$ cat src/rtl/spi_host_lane_select.sv
// -----------------------------------------------------------------------------
// spi_host_lane_select
//
// Word-to-lane dispenser for the SPI Host TX datapath. Accepts a WordW-bit
// word with per-lane enables and hands out only the enabled LaneW-bit lanes,
// one per handshake. The lane order is LSB-first or MSB-first, chosen per
// word. Disabled lanes are skipped by a combinational priority encoder, so
// they take no cycles.
//
// Optional feature macro: SPI_HOST_LANE_SELECT_SKID_EN
//   undefined : single active slot; one refill bubble between words.
//   defined   : extra pending slot; lanes stream one per cycle across words.
//
// Ports
//   clk_i          clock, rising edge
//   rst_ni         asynchronous active-low reset
//   word_i         input word; lane k = word_i[LaneW*k +: LaneW]
//   word_be_i      per-lane enables; bit k enables lane k
//   msb_first_i    lane order for this word, sampled on acceptance
//   word_valid_i   word valid
//   word_ready_o   word accepted on word_valid_i & word_ready_o
//   lane_o         current lane data (0 when idle)
//   lane_valid_o   lane valid
//   lane_last_o    current lane is the final enabled lane of its word
//   lane_ready_i   lane consumed on lane_valid_o & lane_ready_i
//   lanes_left_o   number of lanes still pending in the active slot
//   flush_i        discard all held data
//   sw_rst_i       software reset, same effect as flush_i
// -----------------------------------------------------------------------------
module spi_host_lane_select #(
  parameter int  WordW    = 32,
  parameter int  LaneW    = 8,
  localparam int NumLanes = WordW / LaneW,
  localparam int CntW     = $clog2(NumLanes + 1)
) (
  input  logic                clk_i,
  input  logic                rst_ni,
  input  logic [WordW-1:0]    word_i,
  input  logic [NumLanes-1:0] word_be_i,
  input  logic                msb_first_i,
  input  logic                word_valid_i,
  output logic                word_ready_o,
  output logic [LaneW-1:0]    lane_o,
  output logic                lane_valid_o,
  output logic                lane_last_o,
  input  logic                lane_ready_i,
  output logic [CntW-1:0]     lanes_left_o,
  input  logic                flush_i,
  input  logic                sw_rst_i
);

  localparam int IdxW = $clog2(NumLanes);

  if ((WordW % LaneW) != 0 || NumLanes < 2) begin : g_param_check
    $error("spi_host_lane_select: WordW must be a multiple of LaneW giving at least 2 lanes");
  end

  // Active slot
  logic [WordW-1:0]    r_word, w_word_nxt;
  logic [NumLanes-1:0] r_mask, w_mask_nxt;
  logic                r_order, w_order_nxt;

`ifdef SPI_HOST_LANE_SELECT_SKID_EN
  // Pending slot
  logic [WordW-1:0]    r_pnd_word, w_pnd_word_nxt;
  logic [NumLanes-1:0] r_pnd_mask, w_pnd_mask_nxt;
  logic                r_pnd_order, w_pnd_order_nxt;
  logic                w_act_free;
`endif

  logic                w_clr;
  logic                w_word_accept;
  logic                w_lane_fire;
  logic [IdxW-1:0]     w_sel_idx;
  logic [NumLanes-1:0] w_sel_oh;
  logic [CntW-1:0]     w_popcnt;
  logic [LaneW-1:0]    w_lane;

  assign w_clr = flush_i | sw_rst_i;

  // ---------------------------------------------------------------------------
  // Lane selection: lowest set mask bit for LSB-first, highest for MSB-first.
  // In each loop the last match wins, so the scan direction picks the end.
  // ---------------------------------------------------------------------------
  always_comb begin
    // NOTE: every combinational output gets a default before any branch so no
    // path leaves it unassigned, which would infer a latch.
    w_sel_idx = '0;
    if (r_order) begin
      for (int k = 0; k < NumLanes; k++) begin
        if (r_mask[k]) w_sel_idx = IdxW'(k);
      end
    end else begin
      for (int k = NumLanes - 1; k >= 0; k--) begin
        if (r_mask[k]) w_sel_idx = IdxW'(k);
      end
    end
  end

  assign w_sel_oh = NumLanes'(1) << w_sel_idx;

  always_comb begin
    w_popcnt = '0;
    for (int k = 0; k < NumLanes; k++) begin
      w_popcnt = w_popcnt + CntW'(r_mask[k]);
    end
  end

  always_comb begin
    w_lane = '0;
    for (int k = 0; k < NumLanes; k++) begin
      if (lane_valid_o && (IdxW'(k) == w_sel_idx)) w_lane = r_word[k*LaneW +: LaneW];
    end
  end

  assign lane_valid_o = |r_mask;
  assign lane_o       = w_lane;
  assign lane_last_o  = lane_valid_o & (w_popcnt == CntW'(1));
  assign lanes_left_o = w_popcnt;
  assign w_lane_fire  = lane_valid_o & lane_ready_i;

  // Ready depends only on held state and the clear inputs, never on the
  // lane-side handshake, so no combinational path runs through this block.
`ifdef SPI_HOST_LANE_SELECT_SKID_EN
  assign word_ready_o = ~w_clr & ~(|r_pnd_mask);
  // The active slot can take a new word when empty, or when its final lane
  // leaves this cycle.
  assign w_act_free   = ~(|r_mask) | (w_lane_fire & lane_last_o);
`else
  assign word_ready_o = ~w_clr & ~(|r_mask);
`endif

  assign w_word_accept = word_valid_i & word_ready_o;

  // ---------------------------------------------------------------------------
  // Next-state logic
  // ---------------------------------------------------------------------------
  always_comb begin
    w_word_nxt  = r_word;
    w_mask_nxt  = r_mask;
    w_order_nxt = r_order;

    if (w_lane_fire) w_mask_nxt = r_mask & ~w_sel_oh;

`ifdef SPI_HOST_LANE_SELECT_SKID_EN
    w_pnd_word_nxt  = r_pnd_word;
    w_pnd_mask_nxt  = r_pnd_mask;
    w_pnd_order_nxt = r_pnd_order;

    if (w_act_free) begin
      if (|r_pnd_mask) begin
        w_word_nxt     = r_pnd_word;
        w_mask_nxt     = r_pnd_mask;
        w_order_nxt    = r_pnd_order;
        w_pnd_mask_nxt = '0;
      end else if (w_word_accept) begin
        // An all-zero-enable word lands with an empty mask and is gone.
        w_word_nxt  = word_i;
        w_mask_nxt  = word_be_i;
        w_order_nxt = msb_first_i;
      end
    end else if (w_word_accept && (|word_be_i)) begin
      w_pnd_word_nxt  = word_i;
      w_pnd_mask_nxt  = word_be_i;
      w_pnd_order_nxt = msb_first_i;
    end
`else
    // Acceptance only happens with an empty mask, so it never races a lane.
    if (w_word_accept) begin
      w_word_nxt  = word_i;
      w_mask_nxt  = word_be_i;
      w_order_nxt = msb_first_i;
    end
`endif

    // Clear overrides everything, including a lane handshake this cycle.
    if (w_clr) begin
      w_word_nxt  = '0;
      w_mask_nxt  = '0;
      w_order_nxt = 1'b0;
`ifdef SPI_HOST_LANE_SELECT_SKID_EN
      w_pnd_word_nxt  = '0;
      w_pnd_mask_nxt  = '0;
      w_pnd_order_nxt = 1'b0;
`endif
    end
  end

  // ---------------------------------------------------------------------------
  // State registers
  // ---------------------------------------------------------------------------
  always_ff @(posedge clk_i or negedge rst_ni) begin
    // NOTE: non-blocking assignments so every register samples pre-edge values
    // regardless of statement order.
    if (!rst_ni) begin
      r_word  <= '0;
      r_mask  <= '0;
      r_order <= 1'b0;
`ifdef SPI_HOST_LANE_SELECT_SKID_EN
      r_pnd_word  <= '0;
      r_pnd_mask  <= '0;
      r_pnd_order <= 1'b0;
`endif
    end else begin
      r_word  <= w_word_nxt;
      r_mask  <= w_mask_nxt;
      r_order <= w_order_nxt;
`ifdef SPI_HOST_LANE_SELECT_SKID_EN
      r_pnd_word  <= w_pnd_word_nxt;
      r_pnd_mask  <= w_pnd_mask_nxt;
      r_pnd_order <= w_pnd_order_nxt;
`endif
    end
  end

endmodule
$ cat config.mk
export PLATFORM = sky130hd
export DESIGN_NAME = spi_host_lane_select
export DESIGN_NICKNAME = d
export VERILOG_FILES = /design/src/rtl/spi_host_lane_select.sv
export SDC_FILE = /design/constraint.sdc
export NUM_CORES = 1
export LEC_CHECK = 0
export ABC_AREA = 1
export BUFFER_PORTS_ARGS = -buffer_cell sky130_fd_sc_hd__buf_2
export CAP_MARGIN = 20
export CORE_MARGIN = 5
export CORE_UTILIZATION = 28
export CTS_BUF_LIST = sky130_fd_sc_hd__clkbuf_8
export CTS_CLUSTER_DIAMETER = 150
export CTS_CLUSTER_SIZE = 12
export DETAILED_ROUTE_END_ITERATION = 8
export GPL_TIMING_DRIVEN = 0
export HOLD_SLACK_MARGIN = 0.12
export SLEW_MARGIN = 20
export SYNTH_ARGS = -nofsm -noshare
export SYNTH_HDL_FRONTEND = slang
export SYNTH_SLANG_ARGS = --single-unit
$ cat constraint.sdc
create_clock -name clk_i -period 2.9 [get_ports clk_i]
set_clock_uncertainty 0.15 [all_clocks]
set_input_delay 0.435 -clock clk_i [delete_from_list [all_inputs] [get_ports clk_i]]
set_output_delay 0.435 -clock clk_i [all_outputs]
set_load 0.01 [all_outputs]
### After elaboration in Yosys (flattened, before gate mapping)

Cells that the tools add are included.

| storage, ports and cells | value |
|---|---|
| flip-flop bits (word level) | 37 |
| latch bits | 0 |
| memory bits (writable) | 0 |
| ROM bits | 0 |
| input port bits | 43 |
| output and inout bits | 14 |
| memories | 0 |

| cells by class | value |
|---|---|
| $add $sub $neg | 3 |
| multipliers | 0 |
| div/mod/pow operators | 0 |
| $lt $le $gt $ge | 0 |
| equality and inequality tests | 4 |
| shift operators | 1 |
| mux-type cells | 19 |
| bitwise operators | 9 |
| reduce and logical (&&, ||, !) cells | 8 |

Operator list:

| kind | number |
|---|---|
| $mux W32 | 2 |
| $mux W8 | 4 |
| $mux W2 | 7 |
| $mux W4 | 3 |
| $and A1 B1 Y1 | 4 |
| $and A4 B4 Y4 | 1 |
| $eq A2 B2 Y1 const A | 2 |
| $logic_and A1 B1 Y1 | 4 |
| $not A4 Y4 | 1 |
| $reduce_or A4 Y1 | 1 |
| $shl A1 B2 Y4 const A | 1 |
| $add A2 B1 Y3 | 1 |
| $add A3 B1 Y3 | 1 |
| $eq A3 B1 Y1 const B | 1 |
| $mux W1 | 3 |
| $reduce_bool A3 Y1 | 1 |
| $add A1 B1 Y2 | 1 |
| $eq A1 B2 Y1 const A | 1 |
| $logic_not A2 Y1 | 1 |
| $not A1 Y1 | 2 |
| $reduce_bool A2 Y1 | 1 |
| $or A1 B1 Y1 | 1 |

### Longest topological paths before layout

Gate-level depths: netlist (run 1).

| depth | value |
|---|---|
| depth after elaboration | 11 |
| mapped depth | 10 |
| mapped depth without buffers | 10 |

### Worst setup path before layout (run 1)

Ideal clock, no wire load.

| timing | value |
|---|---|
| kind | reg2out |
| start | reg r_mask[3] |
| end | out lane_last_o |
| arrival time | 1.989 ns |
| required time | 2.315 ns |
| path slack | 0.326 ns |
| cell stages (with the launch flop) | 7 |
| path through | dfrtp_1 -> inv_1 -> fa_1 -> inv_1 -> ha_1 -> ha_1 -> nor4b_1 |

| between the ends | value |
|---|---|
| word-level cells in the longest chain between the ends | 3 |
| elaborated cells on any way between the ends | 4 |
| classes of those cells | add/sub (1); eq/ne (1); bitwise (1); reduce/logical (1) |

RTL lines:

| what | RTL line | RTL |
|---|---|---|
| start: declaration | 60 | `logic [NumLanes-1:0] r_mask, w_mask_nxt;` |
| start signal: assignment | 206 | `r_mask <= w_mask_nxt;` |
| $add A3 B1 Y3 | 105 | `w_popcnt = w_popcnt + CntW'(r_mask[k]);` |
| named net lanes_left_o[1] | 47 | `output logic [CntW-1:0] lanes_left_o,` |
| $eq A3 B1 Y1 | 118 | `assign lane_last_o = lane_valid_o & (w_popcnt == CntW'(1));` |
| $and A1 B1 Y1 | 118 |  |
| end: declaration | 45 | `output logic lane_last_o,` |

The timed path passes the listed nets, and every way through them passes these cells.

### Final worst setup path (run 1)

| timing | value |
|---|---|
| start | reg r_mask[1] |
| end | out lane_last_o |

| between the ends | value |
|---|---|
| word-level cells in the longest chain between the ends | 5 |
| elaborated cells on any way between the ends | 6 |
| classes of those cells | add/sub (3); eq/ne (1); bitwise (1); reduce/logical (1) |

RTL lines:

| what | RTL line |
|---|---|
| $add A1 B1 Y2 | 105 |
| $add A2 B1 Y3 | 105 |
| $add A3 B1 Y3 | 105 |
| $eq A3 B1 Y1 | 118 |
| $and A1 B1 Y1 (*) | 118 |

Every way passes the cells marked *; elsewhere a longest branch is shown, timed or not.

==> results of run 1 <==
## sequential cells by signal, summed over array words and instances (netlist names)
signal / flops
r_word: 32
r_mask: 4
r_order: 1
## power by group through the flow
stage          logic (mW)  clock network [mW]  registers, mW
2_1_floorplan      0.0579                   0          0.552
3_3_place_gp        0.112                   0          0.555
3_5_place_dp        0.114                   0          0.555
4_1_cts             0.115               0.386          0.545
5_1_grt             0.127               0.401          0.547
6_report            0.111               0.374          0.545
## routing by layer
metal | vias to the layer above | track usage | part of all wire
met1 | 893 | 0.165 | 0.47
met5 | - | 0 | 0
met3 | 4 | 0.0288 | 0.050
li1 | 1004 | - | -
met2 | 43 | 0.210 | 0.48
met4 | 0 | 0.0284 | 0.0058
## how the worst max path moves through the flow
stage | slack [ns] | endpoint | start
6_report | 0.08 | lane_last_o | r_mask[1]$_DFFE_PN0P_
5_1_grt | 0.006 | lane_last_o | r_mask[1]$_DFFE_PN0P_
4_1_cts | 0.02 | lane_last_o | r_mask[3]$_DFFE_PN0P_
3_5_place_dp | 0.36 | lane_last_o | r_mask[3]$_DFFE_PN0P_
3_3_place_gp | 0.40 | lane_last_o | r_mask[3]$_DFFE_PN0P_
2_1_floorplan | 0.33 | lane_last_o | r_mask[3]$_DFFE_PN0P_
## cell families (layout without fill, tap and decap cells)
family | after synthesis | in the layout
and+or+nand+nor | 196 | 196
DFF | 37 | 37
buffers and inverters | 33 | 98
adders and majority gates | 4 | 4
AOI/OAI and AO/OA | 4 | 4
## placed cells by master, fill, tap and decap left out, drive strengths merged, types with 3 or more instances in the layout
master / n
ha: 3
nand4: 8
clkbuf: 5
buf: 71
inv: 20
dfrtp: 37
nor2: 7
nand3: 59
a21oi: 3
nand2: 121
## through the flow
| step | total power [mW] | hold WS (ns) | worst slack, ns |
|---|---|---|---|
| after global routing | 1.08 | 0.182 | 0.00641 |
| after floorplan | 0.610 | -0.0106 | 0.326 |
| after CTS | 1.05 | 0.123 | 0.0192 |
| after global placement | 0.666 | 0.336 | 0.397 |
| after detailed placement | 0.669 | 0.336 | 0.358 |
| final | 1.03 | 0.0870 | 0.0848 |
## final cells by class
class,instances,area share
Multi-Input combinational cell,204,0.403
Sequential cell,37,0.338
Timing Repair Buffer,57,0.105
Buffer,14,0.0476
Tap cell,102,0.0466
Inverter,19,0.0261
Clock buffer,5,0.0251
Clock inverter,3,0.00777
==> impl_metrics.py, run 1 <==
metrics = {
    "run_status": {
        "status": "finished, final reports clean",
    },
    "critical_path": {
        "crit_type": "reg2out",
        "crit_chain": "inv_2 > fa_1 > inv_1 > ha_1 > ha_1 > nor4b_1 > buf_2",
        "r2r-start": "r_mask[3]$_DFFE_PN0P_",
        "regToRegEndpoint": "r_mask[1]$_DFFE_PN0P_",
        "cp_common_cell": "ha_1",
        "worstPathRequired_ns": 2.32,
        "crit_family": "adder cells",
        "path_buf_inv": 3,
        "r2r_cells": 7,
        "worst-path-stages": 7,
        "critical_path_arrival_ns": 2.23,
        "r2r_slack_ns": 1.24,
        "critPathCaptureType": "output pin",
        "critPathMaxStageDelay_ns": 0.51,
        "worstSetupStartpointType": "flip-flop",
        "crit_slowest_cell": "fa_1",
        "path_max_fanout": 5,
    },
    "logic_synthesis": {
        "synth_edf_count": 0,
        "yosys.area.top_type": "dfrtp_1",
        "yosys.cell_count.top_type": "nand2_1",
        "synth_xor_area_frac": 0,
        "synthTopCellsByArea": "dfrtp_1 42%, nand2_1 19%, nand3_2 9.4%",
        "synth_top_cell_area_share": 0.415,
        "synth_top_family_by_area": "simple AND/OR/NAND/NOR gates",
        "netlist_area_um2": 2230,
        "ys_top_cells_by_count": "114 x nand2_1, 38 x nand3_1, 37 x dfrtp_1",
        "yosysSeqAreaShare": 0.415,
        "synthArstFlopShare": 1.00,
        "ys.flop_type": "dfrtp_1",
        "muxShareOfSynthArea": 0,
        "ys_types": 23,
        "syn_nets": 321,
        "syn_avg_cell_area_um2": 8.14,
        "netlist_instances": 274,
        "synth_seq_cells": 37,
        "synthAdderAreaFrac": 0.0258,
        "synth_compound_area_frac": 0.0208,
        "synthSimpleGateAreaFrac": 0.448,
        "yosys_warnings": 0,
    },
    "floorplanning": {
        "fp.dieW_um": 99.3,
        "initial_utilization": 0.289,
        "rows": 32,
        "die_h_um": 99.3,
        "dieArea_um2": 9850,
        "core_area_um2": 7730,
        "ios": 57,
    },
    "detailed_routing": {
        "routedWlPerCell_um": 13.3,
        "vias": 1944,
        "vias_per_cell": 4.41,
        "ant_nets": 0,
        "wirelength_um": 5850,
        "dr.pass1.iters": 4,
        "drcViolationCount": 0,
        "drt_iter0_markers": 88,
    },
    "clocking": {
        "post_cts_buffers": 0,
        "cts_tree": "done",
        "cts_sinks": 37,
        "cts_buffers": 5,
        "ctsResizeCount": 0,
        "clkLatencyLatePin_ns": 0.29,
        "holdBufCountCts": 0,
        "cts_root_buffer": "clkbuf_8",
        "htree_num_levels": 2,
        "cts.clk_slew.worst_paths_ns": 0.08,
        "max-clock-path-buffers": 2,
    },
    "pwr": {
        "p_leak_nw": 1.50,
        "internal_power_mw": 0.748,
        "pwr-share-clk": 0.363,
        "vdd_drop_max_uv": 150,
        "combinationalPowerShare": 0.108,
        "power-per-cell-area_nw_per_um2": 377,
        "p_sw_mw": 0.282,
        "sw_frac_of_total": 0.274,
        "power_frac_seq": 0.529,
    },
    "flow_run": {
        "maxCapViolations": 0,
    },
    "global_routing": {
        "grt_max_degree": 38,
        "grt_antenna_before_repair": 0,
        "grt_pass1_wl_um": 10000,
        "grt_pass1_vias": 2123,
        "grt-ovfl-total": 0,
        "grtUsageTotal": 0.126,
    },
    "final_layout": {
        "stdcell_count": 441,
        "n_antenna_cell": 0,
        "finish.net_count": 385,
        "area_growth_pct": 22.7,
        "fin_util": 0.354,
        "regArea_um2": 926,
        "drive_above_1_share": 0.348,
        "multiInputGateArea_um2": 1100,
        "final_area_um2": 2740,
        "fillers": 836,
    },
    "place": {
        "placed_cells": 432,
        "place_hpwl_um": 4420,
        "globalplace.congestion": 0.850,
        "dpl_cell_area_um2": 2640,
        "port_buffers": 56,
    },
    "timing": {
        "drv_slew": 0,
        "setup_violations": 0,
        "finalHoldViolations": 0,
        "tightest_slew_ns": 0.846,
        "post-route-period-util": 0.971,
        "rsz0062_at_grt": "no",
        "tns_ns": 0,
        "fin_crit_ns": 2.82,
        "max_slew_margin": 0.436,
        "fmax_mhz": 355,
    },
    "min_path": {
        "min_path_type": "in2async",
    },
}
Power figures use the tool's default switching activity.
==> run 2: changes to the inputs <==
--- a/config.mk
+++ b/config.mk
@@ -5,7 +5,6 @@
 export SDC_FILE = /design/constraint.sdc
 export NUM_CORES = 1
 export LEC_CHECK = 0
-export ABC_AREA = 1
 export BUFFER_PORTS_ARGS = -buffer_cell sky130_fd_sc_hd__buf_2
 export CAP_MARGIN = 20
 export CORE_MARGIN = 5
==> run 2 against run 1 <==
Compared with the run above:
- synthesized area down 17%
- power up 1.3%
- non-clock buffer count up 4
- critical endpoint is now lane_o[0]
==> impl_metrics.py, run 2 <==
metrics = {
    "logic_synthesis": {
        "yosys.area.top_type": "dfrtp_1",
        "yosys.cell_count.top_type": "nand2_1",
        "synthAdderAreaFrac": 0.0312,
        "yosysSeqAreaShare": 0.501,
        "ys_types": 32,
        "syn_avg_cell_area_um2": 8.96,
        "muxShareOfSynthArea": 0.00542,
        "synthTopCellsByArea": "dfrtp_1 50%, nand2_1 14%, nand3_1 8.9%",
        "synth_top_family_by_area": "simple AND/OR/NAND/NOR gates",
        "synthSimpleGateAreaFrac": 0.294,
        "ys_top_cells_by_count": "69 x nand2_1, 37 x dfrtp_1, 33 x nand3_1",
        "syn_nets": 253,
        "netlist_instances": 206,
        "synth_top_cell_area_share": 0.501,
        "ys.flop_type": "dfrtp_1",
        "synth_seq_cells": 37,
        "synth_xor_area_frac": 0,
        "netlist_area_um2": 1850,
        "synth_compound_area_frac": 0.123,
        "synth_edf_count": 0,
        "yosys_warnings": 0,
        "synthArstFlopShare": 1.00,
    },
    "critical_path": {
        "r2r_slack_ns": 0.70,
        "r2r_cells": 9,
        "regToRegEndpoint": "r_word[13]$_DFFE_PN0P_",
        "crit_start": "r_mask[3]$_DFFE_PN0P_",
        "critPathCaptureType": "output pin",
        "worstPathRequired_ns": 2.32,
        "crit_path_end": "lane_o[0]",
        "worstSetupStartpointType": "flip-flop",
        "critical_path_arrival_ns": 2.18,
        "path_max_fanout": 8,
        "crit_type": "reg2out",
        "r2r-start": "r_mask[1]$_DFFE_PN0P_",
    },
    "final_layout": {
        "n_antenna_cell": 0,
        "drive_above_1_share": 0.297,
        "largest_register": "r_word",
        "final_area_um2": 2360,
        "area_growth_pct": 27.8,
        "finish.net_count": 322,
        "reg_top3": "r_word x32, r_mask x4, r_order x1",
        "layout_commonest_cell": "nand2_1",
        "largest_reg_flops": 32,
        "final_cell_mix": "69 x nand2_1, 59 x buf_2, 35 x dfrtp_1, 33 x nand3_1",
        "fillers": 673,
    },
    "floorplanning": {
        "die_h_um": 91.2,
        "core_area_um2": 6390,
        "fp.dieW_um": 91.2,
        "ios": 57,
        "rows": 29,
        "dieArea_um2": 8320,
        "initial_utilization": 0.289,
    },
    "global_routing": {
        "grt-ovfl-total": 0,
        "grtUsageTotal": 0.129,
        "grt_max_degree": 38,
        "grt_pass1_wl_um": 8740,
        "grt_antenna_before_repair": 0,
        "grt_pass1_vias": 1731,
    },
    "timing": {
        "tightest_slew_ns": 0.825,
        "max_slew_margin": 0.450,
        "holdWs_ns": 0.0896,
        "tns_ns": 0,
        "drv_slew": 0,
        "fmax_mhz": 362,
        "rsz0062_at_grt": "no",
        "finalHoldViolations": 0,
        "setup_violations": 0,
        "fin_crit_ns": 2.76,
        "post-route-period-util": 0.953,
    },
    "pwr": {
        "p_leak_nw": 1.32,
        "power-per-cell-area_nw_per_um2": 443,
        "vdd_drop_max_uv": 176,
    },
    "clocking": {
        "clkLatencyLatePin_ns": 0.29,
        "cts_sinks": 37,
        "htree_num_levels": 2,
        "holdBufCountCts": 0,
        "cts.clk_slew.worst_paths_ns": 0.07,
        "cts_tree": "done",
        "max-clock-path-buffers": 2,
        "cts_buffers": 5,
        "cts_root_buffer": "clkbuf_8",
    },
    "detailed_routing": {
        "vias_per_cell": 4.77,
        "vias": 1684,
        "drt_iter0_markers": 47,
        "drcViolationCount": 0,
        "ant_nets": 0,
        "wirelength_um": 5110,
        "routedWlPerCell_um": 14.5,
        "dr.pass1.iters": 4,
    },
    "run_status": {
        "status": "finished, final reports clean",
    },
    "place": {
        "port_buffers": 56,
        "globalplace.congestion": 0.757,
        "place_hpwl_um": 3720,
        "dpl_cell_area_um2": 2220,
    },
    "flow_run": {
        "maxCapViolations": 0,
    },
    "min_path": {
        "min_path_type": "in2async",
    },
}
run 2: cell types whose count changed after synthesis, moves of 3 or more:
cell,previous run,this run
a221o_1,0,8
a22o_1,0,8
buf_6,7,0
clkbuf_1,0,7
inv_1,15,6
inv_2,4,0
nand2_1,114,69
nand2_2,5,0
nand3_1,38,33
nand3_2,21,0
nand4_1,8,1
nor2_4,4,0
nor3_1,0,3
o21ai_0,1,4
run 2: worst min-delay path by stage:
stage	from	slack, ns	cells past startpoint	to
2_1_floorplan	rst_ni	-0.01	0	r_mask[0]$_DFFE_PN0P_
3_3_place_gp	r_word[4]$_DFFE_PN0P_	0.33	2	r_word[4]$_DFFE_PN0P_
3_5_place_dp	r_word[10]$_DFFE_PN0P_	0.34	2	r_word[10]$_DFFE_PN0P_
4_1_cts	rst_ni	0.13	1	r_word[18]$_DFFE_PN0P_
5_1_grt	rst_ni	0.16	1	r_word[18]$_DFFE_PN0P_
6_report	rst_ni	0.09	1	r_mask[3]$_DFFE_PN0P_
run 2: cells by family (layout without fill, tap and decap cells):
family | count (synthesis) | in the layout
multiplexers | 1 | 1
flip-flops | 37 | 37
AND/OR/NAND/NOR | 118 | 118
buffers and inverters | 19 | 89
adder cells (fa/ha/maj) | 4 | 4
AO/OA/AOI/OAI | 27 | 27
run 2: critical path, cell delays in order, from the launching register on:
cell and delay (ns):
dfrtp_2 0.44, buf_4 0.15, or3_1 0.41, a21oi_2 0.39
a22o_1 0.25, a221o_1 0.12, buf_2 0.13
run 2: layer usage:
metal,global-route usage,part of all wire
met1,0.175,0.46
met2,0.198,0.46
met3,0.0488,0.066
met4,0.0257,0.0082
met5,0,0
run 2: per-stage QoR:
stage / utilization / setup WS, ns / cells / total power [mW]
2_1_floorplan: - / 0.270 / 206 / 0.630
3_3_place_gp: 0.348 / 0.263 / 339 / 0.699
3_5_place_dp: 0.348 / 0.254 / 339 / 0.701
4_1_cts: 0.365 / 0.0254 / 349 / 1.05
5_1_grt: 0.370 / 0.00987 / 353 / 1.10
6_report: 0.370 / 0.136 / 353 / 1.04
run 2: layout make-up:
cell class | instances | area (um2) | share of cell area
inverter | 6 | 22.5 | 0.00954
timing repair buffer | 62 | 325 | 0.138
clock inverter | 3 | 13.8 | 0.00583
buffer | 13 | 60.1 | 0.0255
sequential | 37 | 928 | 0.393
tap | 77 | 96.3 | 0.0408
clock buffer | 5 | 68.8 | 0.0292
multi-input combinational | 150 | 845 | 0.358
run 2: timing repair:
item,4_1_cts,5_1_grt
buffers inserted,2,4
endpoints found under the setup margin,9,9
resized for setup,4,0
pin swaps,1,1
run 2: report_power, final:
group	switching (mW)	total, mW	internal [mW]
logic	0.0876	0.150	0.0621
registers	0.0122	0.547	0.535
clock network	0.184	0.347	0.163
